**config.mk**
```make
export PLATFORM = sky130hd
export DESIGN_NAME = mux_rr_arbiter_flat
export DESIGN_NICKNAME = d
export VERILOG_FILES = /design/src/rtl/mux_rr_arbiter_if.sv /design/src/rtl/mux_rr_arbiter.sv /design/src/flat_wrapper.sv
export SDC_FILE = /design/constraint.sdc
export NUM_CORES = 1
export LEC_CHECK = 0
export ABC_AREA = 1
export CAP_MARGIN = 20
export CORE_ASPECT_RATIO = 0.5
export CORE_MARGIN = 2
export CORE_UTILIZATION = 55
export CTS_CLUSTER_SIZE = 40
export DETAILED_ROUTE_END_ITERATION = 7
export PLACE_DENSITY_LB_ADDON = 0.25
export SLEW_MARGIN = 20
export SYNTH_ARGS = -nofsm -noshare
export SYNTH_HDL_FRONTEND = slang
export SYNTH_SLANG_ARGS = --single-unit
```
**constraint.sdc**
```tcl
create_clock -name clk -period 4.6 [get_ports clk]
set_clock_uncertainty 0.2 [all_clocks]
set_input_delay 0.92 -clock clk [delete_from_list [all_inputs] [get_ports clk]]
set_output_delay 0.92 -clock clk [all_outputs]
set_load 0.01 [all_outputs]
```
**src/rtl/mux_rr_arbiter_if.sv**
```systemverilog
// mux_rr_arbiter_if: request/grant bundle between the requesters and the mux arbiter
//   req        requester -> arbiter, one level per requester
//   mux_select arbiter -> mux select, all-ones when no owner
//   grant      arbiter -> requesters, one-hot owner or zero
//   busy       high while an owner holds the mux
//   preempt    one-cycle pulse when an owner is cut off by timeout
interface mux_rr_arbiter_if #(
    parameter int N_REQ = 7,
    parameter int SEL_W = 3
);
    logic [N_REQ-1:0] req;
    logic [SEL_W-1:0] mux_select;
    logic [N_REQ-1:0] grant;
    logic             busy;
    logic             preempt;
    modport master (output req, input mux_select, grant, busy, preempt);
    modport slave  (input req, output mux_select, grant, busy, preempt);
endinterface

```
**src/rtl/mux_rr_arbiter.sv**
```systemverilog
// mux_rr_arbiter: round-robin owner selection for a shared 7:1 mux with a one-cycle dead gap
//   clk, rst  rising-edge clock, synchronous active-high reset
//   bus       mux_rr_arbiter_if.slave (req in; mux_select, grant, busy, preempt out)
//   MUX_ARB_TIMEOUT_EN defined: owners are preempted after HOLD_CYCLES grant cycles
module mux_rr_arbiter #(
    parameter int N_REQ = 7,
    parameter int SEL_W = 3
`ifdef MUX_ARB_TIMEOUT_EN
    , parameter int HOLD_CYCLES = 4
`endif
) (
    input logic              clk,
    input logic              rst,
    mux_rr_arbiter_if.slave  bus
);
    typedef enum logic [1:0] {IDLE, GRANT, GAP} state_t;
    state_t           state_q, state_d;
    logic [SEL_W-1:0] last_q, last_d, sel_q, sel_d, win, idx;
    logic [N_REQ-1:0] grant_q, grant_d;
    logic             busy_q, busy_d, pre_q, pre_d, timeout;
    // Walk from the lowest priority (last owner) up to the highest so the last hit wins.
    always_comb begin
        win = last_q;
        idx = '0;
        for (int k = N_REQ; k >= 1; k--) begin
            idx = SEL_W'((int'(last_q) + k) % N_REQ);
            if (bus.req[idx]) win = idx;
        end
    end
    always_comb begin
        state_d = state_q;
        if (state_q == GRANT) state_d = (!bus.req[last_q] || timeout) ? GAP : GRANT;
        else state_d = |bus.req ? GRANT : IDLE;
    end
    // last_q doubles as the current owner index while in GRANT.
    always_comb begin
        last_d  = (state_q != GRANT && |bus.req) ? win : last_q;
        busy_d  = state_d == GRANT;
        grant_d = busy_d ? N_REQ'(1) << last_d : '0;
        sel_d   = busy_d ? last_d : '1;
        pre_d   = state_q == GRANT && bus.req[last_q] && timeout;
    end
    always_ff @(posedge clk) begin
        if (rst) begin
            state_q <= IDLE;
            last_q  <= SEL_W'(N_REQ - 1);
            sel_q   <= '1;
            grant_q <= '0;
            busy_q  <= 1'b0;
            pre_q   <= 1'b0;
        end else begin
            state_q <= state_d;
            last_q  <= last_d;
            sel_q   <= sel_d;
            grant_q <= grant_d;
            busy_q  <= busy_d;
            pre_q   <= pre_d;
        end
    end
`ifdef MUX_ARB_TIMEOUT_EN
    localparam int HW = $clog2(HOLD_CYCLES + 1) + 1;
    logic [HW-1:0] hold_q, hold_d;
    assign timeout = hold_q == HW'(HOLD_CYCLES);
    always_comb hold_d = state_d != GRANT ? '0 : state_q != GRANT ? HW'(1) : hold_q + HW'(hold_q != '1);
    always_ff @(posedge clk) begin
        if (rst) hold_q <= '0;
        else hold_q <= hold_d;
    end
`else
    assign timeout = 1'b0;
`endif
    assign bus.mux_select = sel_q;
    assign bus.grant      = grant_q;
    assign bus.busy       = busy_q;
    assign bus.preempt    = pre_q;
endmodule
```
**src/flat_wrapper.sv**
```systemverilog
// flat-port wrapper written by rule: the top's interface ports become plain ports
module mux_rr_arbiter_flat 
#(
    parameter int N_REQ = 7,
    parameter int SEL_W = 3

)
  (clk, rst, bus_req, bus_mux_select, bus_grant, bus_busy, bus_preempt);
  mux_rr_arbiter_if #(.N_REQ(N_REQ), .SEL_W(SEL_W)) bus_i ();
  input logic clk;
  input logic rst;
  input wire logic [$bits(bus_i.req)-1:0] bus_req;
  output wire logic [$bits(bus_i.mux_select)-1:0] bus_mux_select;
  output wire logic [$bits(bus_i.grant)-1:0] bus_grant;
  output wire logic [$bits(bus_i.busy)-1:0] bus_busy;
  output wire logic [$bits(bus_i.preempt)-1:0] bus_preempt;
  assign bus_i.req = bus_req;
  assign bus_mux_select = bus_i.mux_select;
  assign bus_grant = bus_i.grant;
  assign bus_busy = bus_i.busy;
  assign bus_preempt = bus_i.preempt;
  mux_rr_arbiter #(.N_REQ(N_REQ), .SEL_W(SEL_W)) u_core (.clk(clk), .rst(rst), .bus(bus_i));
endmodule
```
==> results of run 1 <==
==> per-stage QoR <==
step	cell area [sq um]	hold slack [ns]	util	cells
after floorplan	2342	0.3140	-	399
after global placement	2566	0.3436	0.6442	467
after detailed placement	2566	0.3897	0.6442	467
after CTS	2611	0.3992	0.6555	471
after global routing	2614	0.4264	0.6561	471
final	2614	0.3869	0.6561	471
==> per-layer routing <==
layer,global-route usage,vias up,part of all wire
li1,-,1322,-
met3,0.04955,21,0.099
met2,0.4873,134,0.44
met1,0.3982,1188,0.44
met5,0,-,0
met4,0.09624,0,0.023
==> synth_stat cells, types with 2 or more instances <==
master                     instances
sky130_fd_sc_hd__a21oi_1          11
sky130_fd_sc_hd__buf_2             2
sky130_fd_sc_hd__buf_6             2
sky130_fd_sc_hd__dfxtp_1          15
sky130_fd_sc_hd__ha_1             20
sky130_fd_sc_hd__inv_1            53
sky130_fd_sc_hd__inv_2             8
sky130_fd_sc_hd__nand2_1         107
sky130_fd_sc_hd__nand2_2          15
sky130_fd_sc_hd__nand2_4           4
sky130_fd_sc_hd__nand3_1          47
sky130_fd_sc_hd__nand3_2           2
sky130_fd_sc_hd__nor2_1           33
sky130_fd_sc_hd__nor3_1            2
sky130_fd_sc_hd__o211ai_1          8
sky130_fd_sc_hd__o21a_1            2
sky130_fd_sc_hd__o21ai_0          27
sky130_fd_sc_hd__o21ai_1           9
sky130_fd_sc_hd__xor2_1            5
sky130_fd_sc_hd__xor2_2            2
==> critical path: stages (launching register included) <==
cell and delay, ns:
sky130_fd_sc_hd__dfxtp_1 0.31, sky130_fd_sc_hd__inv_1 0.27, sky130_fd_sc_hd__ha_2 0.39, sky130_fd_sc_hd__inv_1 0.25
sky130_fd_sc_hd__ha_1 0.20, sky130_fd_sc_hd__ha_1 0.15, sky130_fd_sc_hd__inv_1 0.08, sky130_fd_sc_hd__nand2_2 0.10
sky130_fd_sc_hd__xor2_2 0.20, sky130_fd_sc_hd__ha_1 0.25, sky130_fd_sc_hd__nand3_4 0.12, sky130_fd_sc_hd__nand2_4 0.12
sky130_fd_sc_hd__nand2_1 0.08, sky130_fd_sc_hd__o21ai_2 0.09, sky130_fd_sc_hd__nand3_1 0.13, sky130_fd_sc_hd__nand3_1 0.14
sky130_fd_sc_hd__nand2_1 0.07, sky130_fd_sc_hd__nand3_1 0.08, sky130_fd_sc_hd__nand2_1 0.06, sky130_fd_sc_hd__nand2_1 0.07
sky130_fd_sc_hd__nand2_1 0.05, sky130_fd_sc_hd__nand2_1 0.06, sky130_fd_sc_hd__nand2_1 0.06, sky130_fd_sc_hd__nand2_1 0.08
sky130_fd_sc_hd__nand2_1 0.08, sky130_fd_sc_hd__nor2_2 0.13, sky130_fd_sc_hd__inv_2 0.07, sky130_fd_sc_hd__nor2_1 0.11
==> cells by family (layout without fill, tap and decap cells) <==
logic type | count (synthesis) | after routing | synth area share
buffers and inverters | 70 | 88 | 0.1229
and+or+nand+nor | 217 | 217 | 0.4204
DFF | 15 | 15 | 0.1282
xor gates and xnor gates | 7 | 7 | 0.03258
AOI/OAI and AO/OA | 69 | 69 | 0.1875
adders and majority gates | 20 | 20 | 0.1068
other | 1 | 1 | 0.001601
==> cell type report <==
class                           count  area share
Clock buffer                        4     0.01723
Sequential cell                    15      0.1149
Tap cell                           54     0.02585
Timing Repair Buffer               21     0.07851
Inverter                           63     0.09143
Multi-Input combinational cell    314      0.6721
==> final timing paths <==
kind | depth (start not counted) | slack (ns) | endpoint
max | 27 | 0.52 | u_core.bus.grant[2]$_SDFF_PP0_
min | 3 | 0.39 | u_core.state_q[1]$_SDFF_PP0_
max reg2reg | 27 | 0.52 | u_core.bus.grant[2]$_SDFF_PP0_
min reg2reg | 3 | 0.39 | u_core.state_q[1]$_SDFF_PP0_
==> registers in the layout, summed over array words and instances (netlist names) <==
| register | cells |
|---|---|
| u_core.bus.grant | 7 |
| u_core.bus.mux_select | 3 |
| u_core.last_q | 3 |
| u_core.state_q | 2 |
==> what timing repair did <==
| action | 4_1_cts | 5_1_grt |
|---|---|---|
| resized for setup | 0 | 1 |
| buffers inserted | 0 | 0 |
| endpoints found under the setup margin | 0 | 1 |
==> run metrics, run 1 <==
aggregate routed wire length 6559 um; hold-fix buffers at CTS 0; total global-route track usage 0.2966; worst min path class reg2reg; number of I/O port buffers 19; Max Cap Viol 0; maximum count of clock buffers along a single path 2; Skew-Pair Late Insertion Delay 0.25 ns; sequential fraction of the synthesis area 0.1282; most frequently used flop master after synthesis sky130_fd_sc_hd__dfxtp_1; via total after detailed routing 2665; initial antenna violation count 0; number of filler instances in the final layout 370; outcome finished clean; total global routing overflow 0; number of detailed-routing iterations run before antenna repair 5; startpoint kind of the worst setup timing path flop; num ports 21; DRC violations left 0; root buffer selected by CTS sky130_fd_sc_hd__clkbuf_8; Post-Place Setup Slack 0.5611 ns; max-slew violation count 0; number of DRC markers after the initial detailed-route iteration 247; Worst Max-Slew Pin Slew 0.5438 ns; Crit path required time 4.58 ns; fraction of final layout cells sized beyond drive strength 1 0.1127; clock transition time at the flip-flop clock pins of the worst setup and hold paths 0.06 ns; level count of the clock H-tree 1; area share of the largest cell type after synthesis 0.1715; final worst path period need 4.079 ns; leading post-synthesis cells by cell area sky130_fd_sc_hd__nand2_1 17%, sky130_fd_sc_hd__dfxtp_1 13%, sky130_fd_sc_hd__ha_1 11%; die height 50.15 um; Starting Density 0.5879; number of nets in the layout 447; number of nets produced by synthesis 428; Post-Synthesis Cell Area 0.002342 sq mm; Diodes inserted 0; per-instance average area after synthesis 5.870 sq um; number of endpoints failing setup at the final stage 0; signed area change from the synthesized netlist to the final layout 11.59%; TritonCTS clock tree yes; antenna violation net count after detailed routing 0; total number of placement rows 16; cell taking the most area after synthesis sky130_fd_sc_hd__nand2_1; wire length of the first global-routing pass 11210 um; max-slew headroom at the worst pin 0.6336; number of warnings reported in the yosys synthesis log 0; HPWL after DPL 5195 um; accumulated negative setup slack 0 ns; # clock sinks 15; final worst path period share 0.8867; post-detailed-route via-to-cell ratio 5.658; total area of multi-input combinational cells 0.001757 sq mm; Worst Path Arrival 4.06 ns; smallest setup slack after layout 0.5212 ns; critical-path maximum fanout 8; most frequent standard cell in the layout excluding fill and tap cells sky130_fd_sc_hd__nand2_1; area of the core region 0.003984 sq mm; source of the worst register-to-register timing path u_core.last_q[1]$_SDFF_PP1_; Async SR Flop Fraction 0; number of clock buffers inserted by TritonCTS 3; gpl congestion 0.9133; count of flip-flops with a built-in enable after synthesis 0; count of different cell masters after synthesis 45; Worst Setup SP u_core.last_q[1]$_SDFF_PP1_; area used by sequential logic in the layout 300.3 sq um; most frequent cells in the layout 107 x sky130_fd_sc_hd__nand2_1, 53 x sky130_fd_sc_hd__inv_1, 47 x sky130_fd_sc_hd__nand3_1; largest net degree at the start of global routing 25; count of final hold-check violations 0; setup repair after global routing missed its margin no; number of standard cells after synthesis 399; nature of the critical path endpoint flop; Hold Path Origin u_core.state_q[1]$_SDFF_PP0_; Routed WL per cell 13.93 um; number of global-route vias before repair 2456; flops & latches, synth 15; overall die area 0.004828 sq mm; x dimension of the die 96.29 um; achievable clock frequency 0.2452 GHz; critical path class reg2reg
Power of run 1 is left out: the tool's default activity adds up to more than one toggle a clock period on the data nets, which glitch-free logic cannot reach.
==> inputs of run 2 (changes only) <==
--- a/config.mk
+++ b/config.mk
@@ -10,7 +10,7 @@
 export CORE_ASPECT_RATIO = 0.5
 export CORE_MARGIN = 2
 export CORE_UTILIZATION = 55
-export CTS_CLUSTER_SIZE = 40
+export CTS_CLUSTER_SIZE = 28
 export DETAILED_ROUTE_END_ITERATION = 7
 export PLACE_DENSITY_LB_ADDON = 0.25
 export SLEW_MARGIN = 20
==> results of run 2 <==
No change in the layout: final DEF, timing and power equal those of run 1.
Power of run 2 is left out for the same reason.
==> inputs of run 3 (changes only) <==
==> constraint.sdc (replaced) <==
create_clock -name clk -period 3.9 [get_ports clk]
set_clock_uncertainty 0.2 [all_clocks]
set_input_delay 0.78 -clock clk [delete_from_list [all_inputs] [get_ports clk]]
set_output_delay 0.78 -clock clk [all_outputs]
set_load 0.01 [all_outputs]
==> run 3 against run 2 <==
Routed wire length is 0.23% lower. Count of clock-buffer cells in the layout stayed put. Global-route usage is 1.1 points lower. Fmax is 10% higher. Setup slack worse by 0.33 ns. First-iteration DRC count is 4.9% higher. Sequential share of layout area is 0.52 points lower. Non-clock buffer count is 9 higher. Die area stayed put. Critical path depth is 2 lower. Critical endpoint is now u_core.bus.grant[5]$_SDFF_PP0_.
==> run metrics, run 3 (same netlist as run 1, synthesis figures left out) <==
area post-placement 0.002619 sq mm (+2.0%); Starting Density 0.5879 (unchanged); HPWL after DPL 5092 um (-2.0%); wire length of the first global-routing pass 10990 um (-1.9%); Diodes inserted 0 (unchanged); setup repair after global routing missed its margin yes; num ports 21 (unchanged); final worst path period share 0.9510 (+0.06428); overall die area 0.004828 sq mm (unchanged); most frequent cells in the layout 104 x sky130_fd_sc_hd__nand2_1, 52 x sky130_fd_sc_hd__inv_1, 44 x sky130_fd_sc_hd__nand3_1; Worst Path Arrival 3.68 ns (-0.38 ns); number of detailed-routing iterations run before antenna repair 5 (unchanged); achievable clock frequency 0.2696 GHz (+10%); total number of placement rows 16 (unchanged); die height 50.15 um (unchanged); DRC violations left 0 (unchanged); fraction of final layout cells sized beyond drive strength 1 0.1643 (+0.05161); antenna violation net count after detailed routing 0 (unchanged); aggregate routed wire length 6544 um (-0.23%); post-detailed-route via-to-cell ratio 5.571 (-1.5%); number of nets in the layout 456 (+2.0%); x dimension of the die 96.29 um (unchanged); count of final hold-check violations 0 (unchanged); Routed WL per cell 13.63 um (-2.1%); level count of the clock H-tree 1 (unchanged); maximum count of clock buffers along a single path 2 (unchanged); critical path class reg2reg; area of the core region 0.003984 sq mm (unchanged); buffers plus inverters on the worst setup path 3 (-1); max-slew violation count 0 (unchanged); finished layout cell area 0.002750 sq mm (+5.2%); # clock sinks 15 (unchanged); hold-fix buffers at CTS 0 (unchanged); total global routing overflow 0 (unchanged); largest stage delay on the critical path 0.34 ns (-0.05 ns); signed area change from the synthesized netlist to the final layout 17.41%; startpoint kind of the worst setup timing path flop; number of clock buffers inserted by TritonCTS 3 (unchanged); number of filler instances in the final layout 350 (-5.4%); Skew-Pair Late Insertion Delay 0.24 ns (about the same); gpl congestion 0.9382 (+2.7%); outcome finished clean; number of global-route vias before repair 2452 (-0.16%); root buffer selected by CTS sky130_fd_sc_hd__clkbuf_8; most frequent standard cell in the layout excluding fill and tap cells sky130_fd_sc_hd__nand2_1; worst min path class reg2reg; total global-route track usage 0.2852 (-0.01147); master of the slowest instance on the critical path sky130_fd_sc_hd__dfxtp_1; critical-path maximum fanout 5 (-3); clock transition time at the flip-flop clock pins of the worst setup and hold paths 0.06 ns (about the same); number of endpoints failing setup at the final stage 0 (unchanged); initial antenna violation count 0 (unchanged); kind of cell adding the most delay to the critical path simple AND/OR/NAND/NOR gates; Crit path required time 3.87 ns (-0.71 ns); CP dominant cell by count sky130_fd_sc_hd__nand2_1; Max Cap Viol 0 (unchanged); number of DRC markers after the initial detailed-route iteration 259 (+4.9%); number of I/O port buffers 19 (unchanged); via total after detailed routing 2674 (+0.34%); final worst path period need 3.709 ns (-0.3700 ns); worst hold margin 0.3880 ns (+0.001121 ns); nature of the critical path endpoint flop; largest net degree at the start of global routing 25 (unchanged); number of flip-flops under the largest register name 7 (unchanged); TritonCTS clock tree yes
[run 3: cell types whose count changed in the layout (fill, tap and decap cells not counted), sizes merged]
cell,previous run,this run
buf,2,11
[run 3: area by class of cell]
| cell class | instances | area (sq um) | share of cell area |
|---|---|---|---|
| flip-flops and latches | 15 | 301.5 | 0.1096 |
| well taps | 54 | 67.56 | 0.02457 |
| clock buffers | 4 | 45.04 | 0.01638 |
| multi-input cells | 314 | 1824 | 0.6633 |
| repair buffers | 30 | 272.8 | 0.09918 |
| inverters | 63 | 239.0 | 0.08690 |
[run 3: path summary, 6_finish.rpt]
path                                     start                             end  slack [ns]  depth (start not counted)
hold / removal    u_core.state_q[1]$_SDFF_PP0_    u_core.state_q[1]$_SDFF_PP0_        0.39                          3
hold reg to reg   u_core.state_q[1]$_SDFF_PP0_    u_core.state_q[1]$_SDFF_PP0_        0.39                          3
setup reg to reg   u_core.last_q[1]$_SDFF_PP1_  u_core.bus.grant[5]$_SDFF_PP0_        0.19                         25
setup / recovery   u_core.last_q[1]$_SDFF_PP1_  u_core.bus.grant[5]$_SDFF_PP0_        0.19                         25
[run 3: routing by layer]
metal / track usage / routed length [um]
met1: 0.4090 / 3036
met2: 0.4838 / 2953
met3: 0.01802 / 501
met4: 0.03991 / 53
met5: 0 / 0
[run 3: metrics by stage]
step	TNS [ns]	std cells	utilization	setup WS, ns
2_1_floorplan	0	399	-	0.05252
3_3_place_gp	0	474	0.6573	0.3532
3_5_place_dp	0	474	0.6573	0.1824
4_1_cts	0	478	0.6687	0.1733
5_1_grt	-0.04445	480	0.6903	-0.01910
6_report	0	480	0.6903	0.1912
[run 3: worst reg2reg max path, cell delays in order (launching register included)]
cell,delay (ns)
sky130_fd_sc_hd__dfxtp_1,0.34
sky130_fd_sc_hd__inv_1,0.06
sky130_fd_sc_hd__ha_2,0.32
sky130_fd_sc_hd__inv_1,0.08
sky130_fd_sc_hd__buf_4,0.18
sky130_fd_sc_hd__ha_1,0.22
sky130_fd_sc_hd__ha_2,0.21
sky130_fd_sc_hd__o21bai_4,0.20
sky130_fd_sc_hd__xor2_2,0.18
sky130_fd_sc_hd__ha_2,0.21
sky130_fd_sc_hd__nand2_2,0.09
sky130_fd_sc_hd__nand2_2,0.11
sky130_fd_sc_hd__nand2_2,0.09
sky130_fd_sc_hd__nand2_4,0.10
sky130_fd_sc_hd__nand2_1,0.06
sky130_fd_sc_hd__nand3_1,0.07
sky130_fd_sc_hd__nand2_1,0.07
sky130_fd_sc_hd__nand2_1,0.08
sky130_fd_sc_hd__nand2_2,0.07
sky130_fd_sc_hd__nor2_1,0.10
sky130_fd_sc_hd__nand2_1,0.06
sky130_fd_sc_hd__nand2_1,0.08
sky130_fd_sc_hd__nand2_1,0.08
sky130_fd_sc_hd__a21oi_1,0.17
sky130_fd_sc_hd__nand2_1,0.09
sky130_fd_sc_hd__nor2_1,0.10
[run 3: repair_timing]
item,in CTS,in global routing
endpoints found under the setup margin,0,12
buffers inserted,0,2
gates resized for setup,0,20
Power of run 3 is left out for the same reason.
==> patch 1, RTL diff (config.mk and constraints of run 3) <==
`SEL_W` is set to 3 in 3 places; all go to 4.
--- a/src/rtl/mux_rr_arbiter_if.sv
+++ b/src/rtl/mux_rr_arbiter_if.sv
@@ -6,7 +6,7 @@
 //   preempt    one-cycle pulse when an owner is cut off by timeout
 interface mux_rr_arbiter_if #(
     parameter int N_REQ = 7,
-    parameter int SEL_W = 3
+    parameter int SEL_W = 4
 );
     logic [N_REQ-1:0] req;
     logic [SEL_W-1:0] mux_select;
--- a/src/rtl/mux_rr_arbiter.sv
+++ b/src/rtl/mux_rr_arbiter.sv
@@ -4,7 +4,7 @@
 //   MUX_ARB_TIMEOUT_EN defined: owners are preempted after HOLD_CYCLES grant cycles
 module mux_rr_arbiter #(
     parameter int N_REQ = 7,
-    parameter int SEL_W = 3
+    parameter int SEL_W = 4
 `ifdef MUX_ARB_TIMEOUT_EN
     , parameter int HOLD_CYCLES = 4
 `endif
--- a/src/flat_wrapper.sv
+++ b/src/flat_wrapper.sv
@@ -2,7 +2,7 @@
 module mux_rr_arbiter_flat 
 #(
     parameter int N_REQ = 7,
-    parameter int SEL_W = 3
+    parameter int SEL_W = 4
 
 )
   (clk, rst, bus_req, bus_mux_select, bus_grant, bus_busy, bus_preempt);
Ports: changed (resized bus_mux_select); port bits go from 21 to 22. No check against the original RTL was run, so the function may have changed too.
==> patch 1 against run 3 <==
The run now ends with setup timing left. Count of clock-buffer cells in the layout down 1. Maximum frequency shrank 13%. Final cell count grew 79%. Synthesized area rose by 57%. Sequential cell count grew 2. Routed wire length grew 120%. Setup slack got worse by 0.58 ns. Sequential share of layout area fell by 4.4 points. Cell area increased by 95%. Critical endpoint unchanged.
Power is left out: the tool's default activity adds up to more than one toggle a clock period on the data nets, which glitch-free logic cannot reach.
==> patch 1: results (changes against run 3) <==
| Metric | Value |
|---|---|
| Compound-cell area share of the yosys netlist | 12.5% (-6.3 points) |
| Area after DPL | 0.00476 mm^2 (+82%) |
| Setup bufs post-CTS | 14 (+14) |
| WL met2 | 6500 um (+120%) |
| Final WS setup | -0.388 ns (-0.579 ns) |
| Routed length on met1 | 5700 um (+88%) |
| Seq/Total Area, Yosys | 9.28% (-3.5 points) |
| Worst Setup Slack post-DPL | -0.271 ns (-0.454 ns) |
| Drt wl/cell | 17.0 um (+24%) |
| Hpwl dp | 9050 um (+78%) |
| Root Buffer | clkbuf_16 |
| Crit path DAT | 4.27 ns (+0.59 ns) |
| Setup tns final | -4.30 ns (-4.30 ns) |
| Drt first pass iters | 7 (+2) |
| Synth top cells by count | nand2_1 (192), nand3_1 (92), inv_1 (69) |
| DR iter-0 viols | 660 (+150%) |
| Slowest cell on the critical path | dfxtp_4 |
| Synth Area in Adders | 10.8% (+0.094 points) |
| Routability cong. | 0.995 (+6.1%) |
| Failing checks | setup timing |
| Largest net degree at the start of global routing | 19 (-24%) |
| Cell Count, Final, Fillers Out | 861 (+79%) |
| Via count | 5232 (+96%) |
| Resized cells post-CTS | 41 (+41) |
| XOR/XNOR Fraction of Synth Area | 4.71% (+1.4 points) |
| Vias in the first global route | 4499 (+83%) |
| Status | complete, but fails checks |
| Synth Instances | 649 (+63%) |
| Final setup fails | 15 (+15) |
## patch 1: cell count changes after synthesis, moves of 9 or more
cell / change
nand3_1: +45
nand2_1: +85
inv_1: +16
nand3_2: +9
nand4_1: +10
nand2_2: +17
nor2_1: +13
ha_1: +10
a21oi_1: +14
inv_2: +9
o21ai_0: -14
## patch 1: area by class of cell
cell class	count	area [um^2]
Tap cell	88	110
Fill cell	352	883
Clock inverter	1	5.00
Sequential cell	17	353
Inverter	90	353
Multi-Input combinational cell	531	3410
Timing Repair Buffer	131	1060
Clock buffer	3	75.1
## patch 1: critical path: cells and delay by family (launching register included)
| kind | cells | cell delay, ns |
|---|---|---|
| flip-flops | 1 | 0.36 |
| adder cells (fa/ha/maj) | 2 | 0.53 |
| AND/OR/NAND/NOR | 28 | 2.71 |
| buffers and inverters | 4 | 0.38 |
## patch 1: kinds of logic (layout without fill, tap and decap cells)
kind of cell               Yosys count  count (layout)
and+or+nand+nor                    404             404
other                                1               1
DFF                                 17              17
buffers and inverters              101             225
xor gates and xnor gates            18              18
adders and majority gates           31              31
AOI/OAI and AO/OA                   77              77
## patch 1: worst paths after layout
path	slack (ns)	to	from	depth (start not counted)
min reg2reg	0.39	u_core.state_q[1]$_SDFF_PP0_	u_core.state_q[1]$_SDFF_PP0_	3
min	0.39	u_core.state_q[1]$_SDFF_PP0_	u_core.state_q[1]$_SDFF_PP0_	3
max	-0.39	u_core.bus.grant[5]$_SDFF_PP0_	u_core.last_q[2]$_SDFF_PP1_	34
max reg2reg	-0.39	u_core.bus.grant[5]$_SDFF_PP0_	u_core.last_q[2]$_SDFF_PP1_	34
## patch 1: routing by layer
layer	global-route usage [%]	vias up
li1	-	2359
met1	44.5	2378
met2	62.0	398
met3	3.38	97
met4	14.5	0
met5	0	-
==> patch 2, RTL diff (settings of run 3) <==
Without the edit above. Encoding of `state_t`: now one-hot (3 bits for 3 states).
--- a/src/rtl/mux_rr_arbiter.sv
+++ b/src/rtl/mux_rr_arbiter.sv
@@ -13,7 +13,7 @@
     input logic              rst,
     mux_rr_arbiter_if.slave  bus
 );
-    typedef enum logic [1:0] {IDLE, GRANT, GAP} state_t;
+    typedef enum logic [2:0] {IDLE = 3'b001, GRANT = 3'b010, GAP = 3'b100} state_t;
     state_t           state_q, state_d;
     logic [SEL_W-1:0] last_q, last_d, sel_q, sel_d, win, idx;
     logic [N_REQ-1:0] grant_q, grant_d;
Function: no difference found for any inputs over 4 cycles, from zero or initial values and one cycle with rst high; so few cycles prove little.
==> patch 2 against run 3 <==
Final cell count fell by 1.0%. Routed wire length rose by 7.3%. Maximum frequency rose by 3.7%. Synthesized area rose by 9.4%. Sequential share of layout area rose by 0.080 points. Worst hold slack got worse by 0.012 ns. Cell area rose by 5.9%. Die area rose by 8.8%. Non-clock buffer count fell by 2. Setup slack improved by 0.13 ns. Sequential cell count rose by 1. Critical path type unchanged.
Power is left out: the tool's default activity adds up to more than one toggle a clock period on the data nets, which glitch-free logic cannot reach.
==> patch 2: results (changes against run 3) <==
| Metric | Value |
|---|---|
| Status | finished clean |
| R2R Setup Slk | 0.32 ns (+0.13 ns) |
| Worst-Skew Late Latency | 0.25 ns |
| Root Buffer | clkbuf_8 |
| First-pass GRT wire length | 11600 um (+5.5%) |
| Antenna cell count | 0 (unchanged) |
| H-tree depth | 1 (unchanged) |
| Top cells by area, synth | nand2_1 (13%), dfxtp_1 (13%), ha_1 (10%) |
| Layout cells sized above 1 | 22.7% (+6.3 points) |
| Cts bufs inserted | 3 (unchanged) |
| Ys Warns | 0 (unchanged) |
| DR iter-0 viols | 220 (-15%) |
| Max reg flops | 7 (unchanged) |
| RR Startpoint | u_core.last_q[2]$_SDFF_PP1_ |
| IO buf count | 19 (unchanged) |
| Largest net degree at the start of global routing | 18 (-28%) |
| Total GRT Usage | 27.7% (-0.77 points) |
| Drt first pass iters | 5 (unchanged) |
| Routability cong. | 0.951 (+1.4%) |
| Area after DPL | 0.00284 mm^2 (+8.4%) |
| WL final | 7020 um (+7.3%) |
| Hpwl dp | 5710 um (+12%) |
| Synth Instances | 395 (-1.0%) |
| Netlist cell types | 38 (-16%) |
| Post-synth ARST share | 0% (unchanged) |
| Hold Path Class | reg -> reg |
| Vias in the first global route | 2525 (+3.0%) |
| Post-synthesis net count | 425 (-0.70%) |
| R2R depth | 27 (+8.0%) |
| Nets | 450 (-1.3%) |
| Placed Cells | 472 (-0.42%) |
| Via density | 5.76 (+3.4%) |
| Synth top cells by count | nand2_1 (86), nand3_1 (47), inv_1 (42) |
| Clk pin slew, worst setup/hold paths | 0.06 ns (about the same) |
| CP endpoint | u_core.bus.grant[6]$_SDFF_PP0_ |
| Hold Startpoint | u_core.state_q[0]$_SDFF_PP1_ |
| Drt wl/cell | 14.8 um (+8.4%) |
| Worst-path fanout max | 6 (+1) |
| Crit path kind | reg -> reg |
| Initial antenna violation count | 0 (unchanged) |
| Setup bufs post-CTS | 0 (unchanged) |
| Most used DFF post-synth | dfxtp_1 |
| CTS max path bufs | 2 (unchanged) |
| Crit path DAT | 3.52 ns (-0.16 ns) |
| Seq/Total Area, Yosys | 12.5% (-0.32 points) |
| Fill count | 400 (+14%) |
-- patch 2: stage by stage --
step           util (%)  hold WS (ns)  setup WS [ns]
3_5_place_dp       63.8         0.364          0.196
2_1_floorplan         -         0.312          0.114
6_report           65.5         0.376          0.323
3_3_place_gp       63.8         0.350          0.382
5_1_grt            65.5         0.433        0.00728
4_1_cts            64.8         0.379          0.195
-- patch 2: kinds of logic (layout without fill, tap and decap cells) --
group                      count (synthesis)  in the layout  share of synthesized area, %
AOI/OAI and AO/OA                         67             67                          16.4
xor gates and xnor gates                   5              5                          2.73
adders and majority gates                 21             21                          10.3
buffers and inverters                     57             80                          9.47
DFF                                       16             16                          12.5
other                                      1              1                         0.146
and+or+nand+nor                          228            228                          48.5
-- patch 2: cell type report --
cell class / instances / area [um^2] / area share [%]
timing repair buffer: 28 / 258 / 8.85
inverter: 49 / 189 / 6.49
multi-input combinational: 322 / 2030 / 69.7
clock buffer: 3 / 41.3 / 1.42
sequential: 16 / 322 / 11.0
tap: 57 / 71.3 / 2.45
-- patch 2: worst max-delay path, cell delays in order (launching register included) --
cell and delay [ns]:
dfxtp_1 0.52, buf_4 0.23, nand2_1 0.07, inv_2 0.09, nor2_8 0.05, inv_2 0.11
ha_1 0.18, ha_1 0.23, nor3_1 0.19, nand2_1 0.08, nand2_2 0.13, nand2_4 0.09
nand2_4 0.08, nand2_2 0.06, o21bai_1 0.13, inv_1 0.07, nand2_2 0.08, nand2_2 0.09
nor2_1 0.10, nand2_1 0.07, nand2_1 0.08, nand2_1 0.05, nand2_1 0.07, nand2_1 0.08
nand2_2 0.08, nand2_4 0.07, nand3_1 0.13, nor2_1 0.05
-- patch 2: worst min path at each step --
stage	endpoint	slack, ns	cells past startpoint
after floorplan	u_core.state_q[0]$_SDFF_PP1_	0.31	4
after global routing	u_core.state_q[0]$_SDFF_PP1_	0.43	4
after detailed placement	u_core.state_q[0]$_SDFF_PP1_	0.36	4
final	u_core.state_q[0]$_SDFF_PP1_	0.38	4
after CTS	u_core.state_q[0]$_SDFF_PP1_	0.38	4
after global placement	u_core.state_q[0]$_SDFF_PP1_	0.35	4
-- patch 2: what timing repair did --
action	CTS	global route
resized for setup	0	8
hold buffers	0	0
setup endpoints to repair	0	13
-- patch 2: layer usage --
| layer | share of wire, % | track usage [%] |
|---|---|---|
| met1 | 45 | 38.5 |
| met2 | 44 | 47.7 |
| met4 | 1.4 | 5.48 |
| met3 | 9.7 | 2.40 |
| met5 | 0 | 0 |
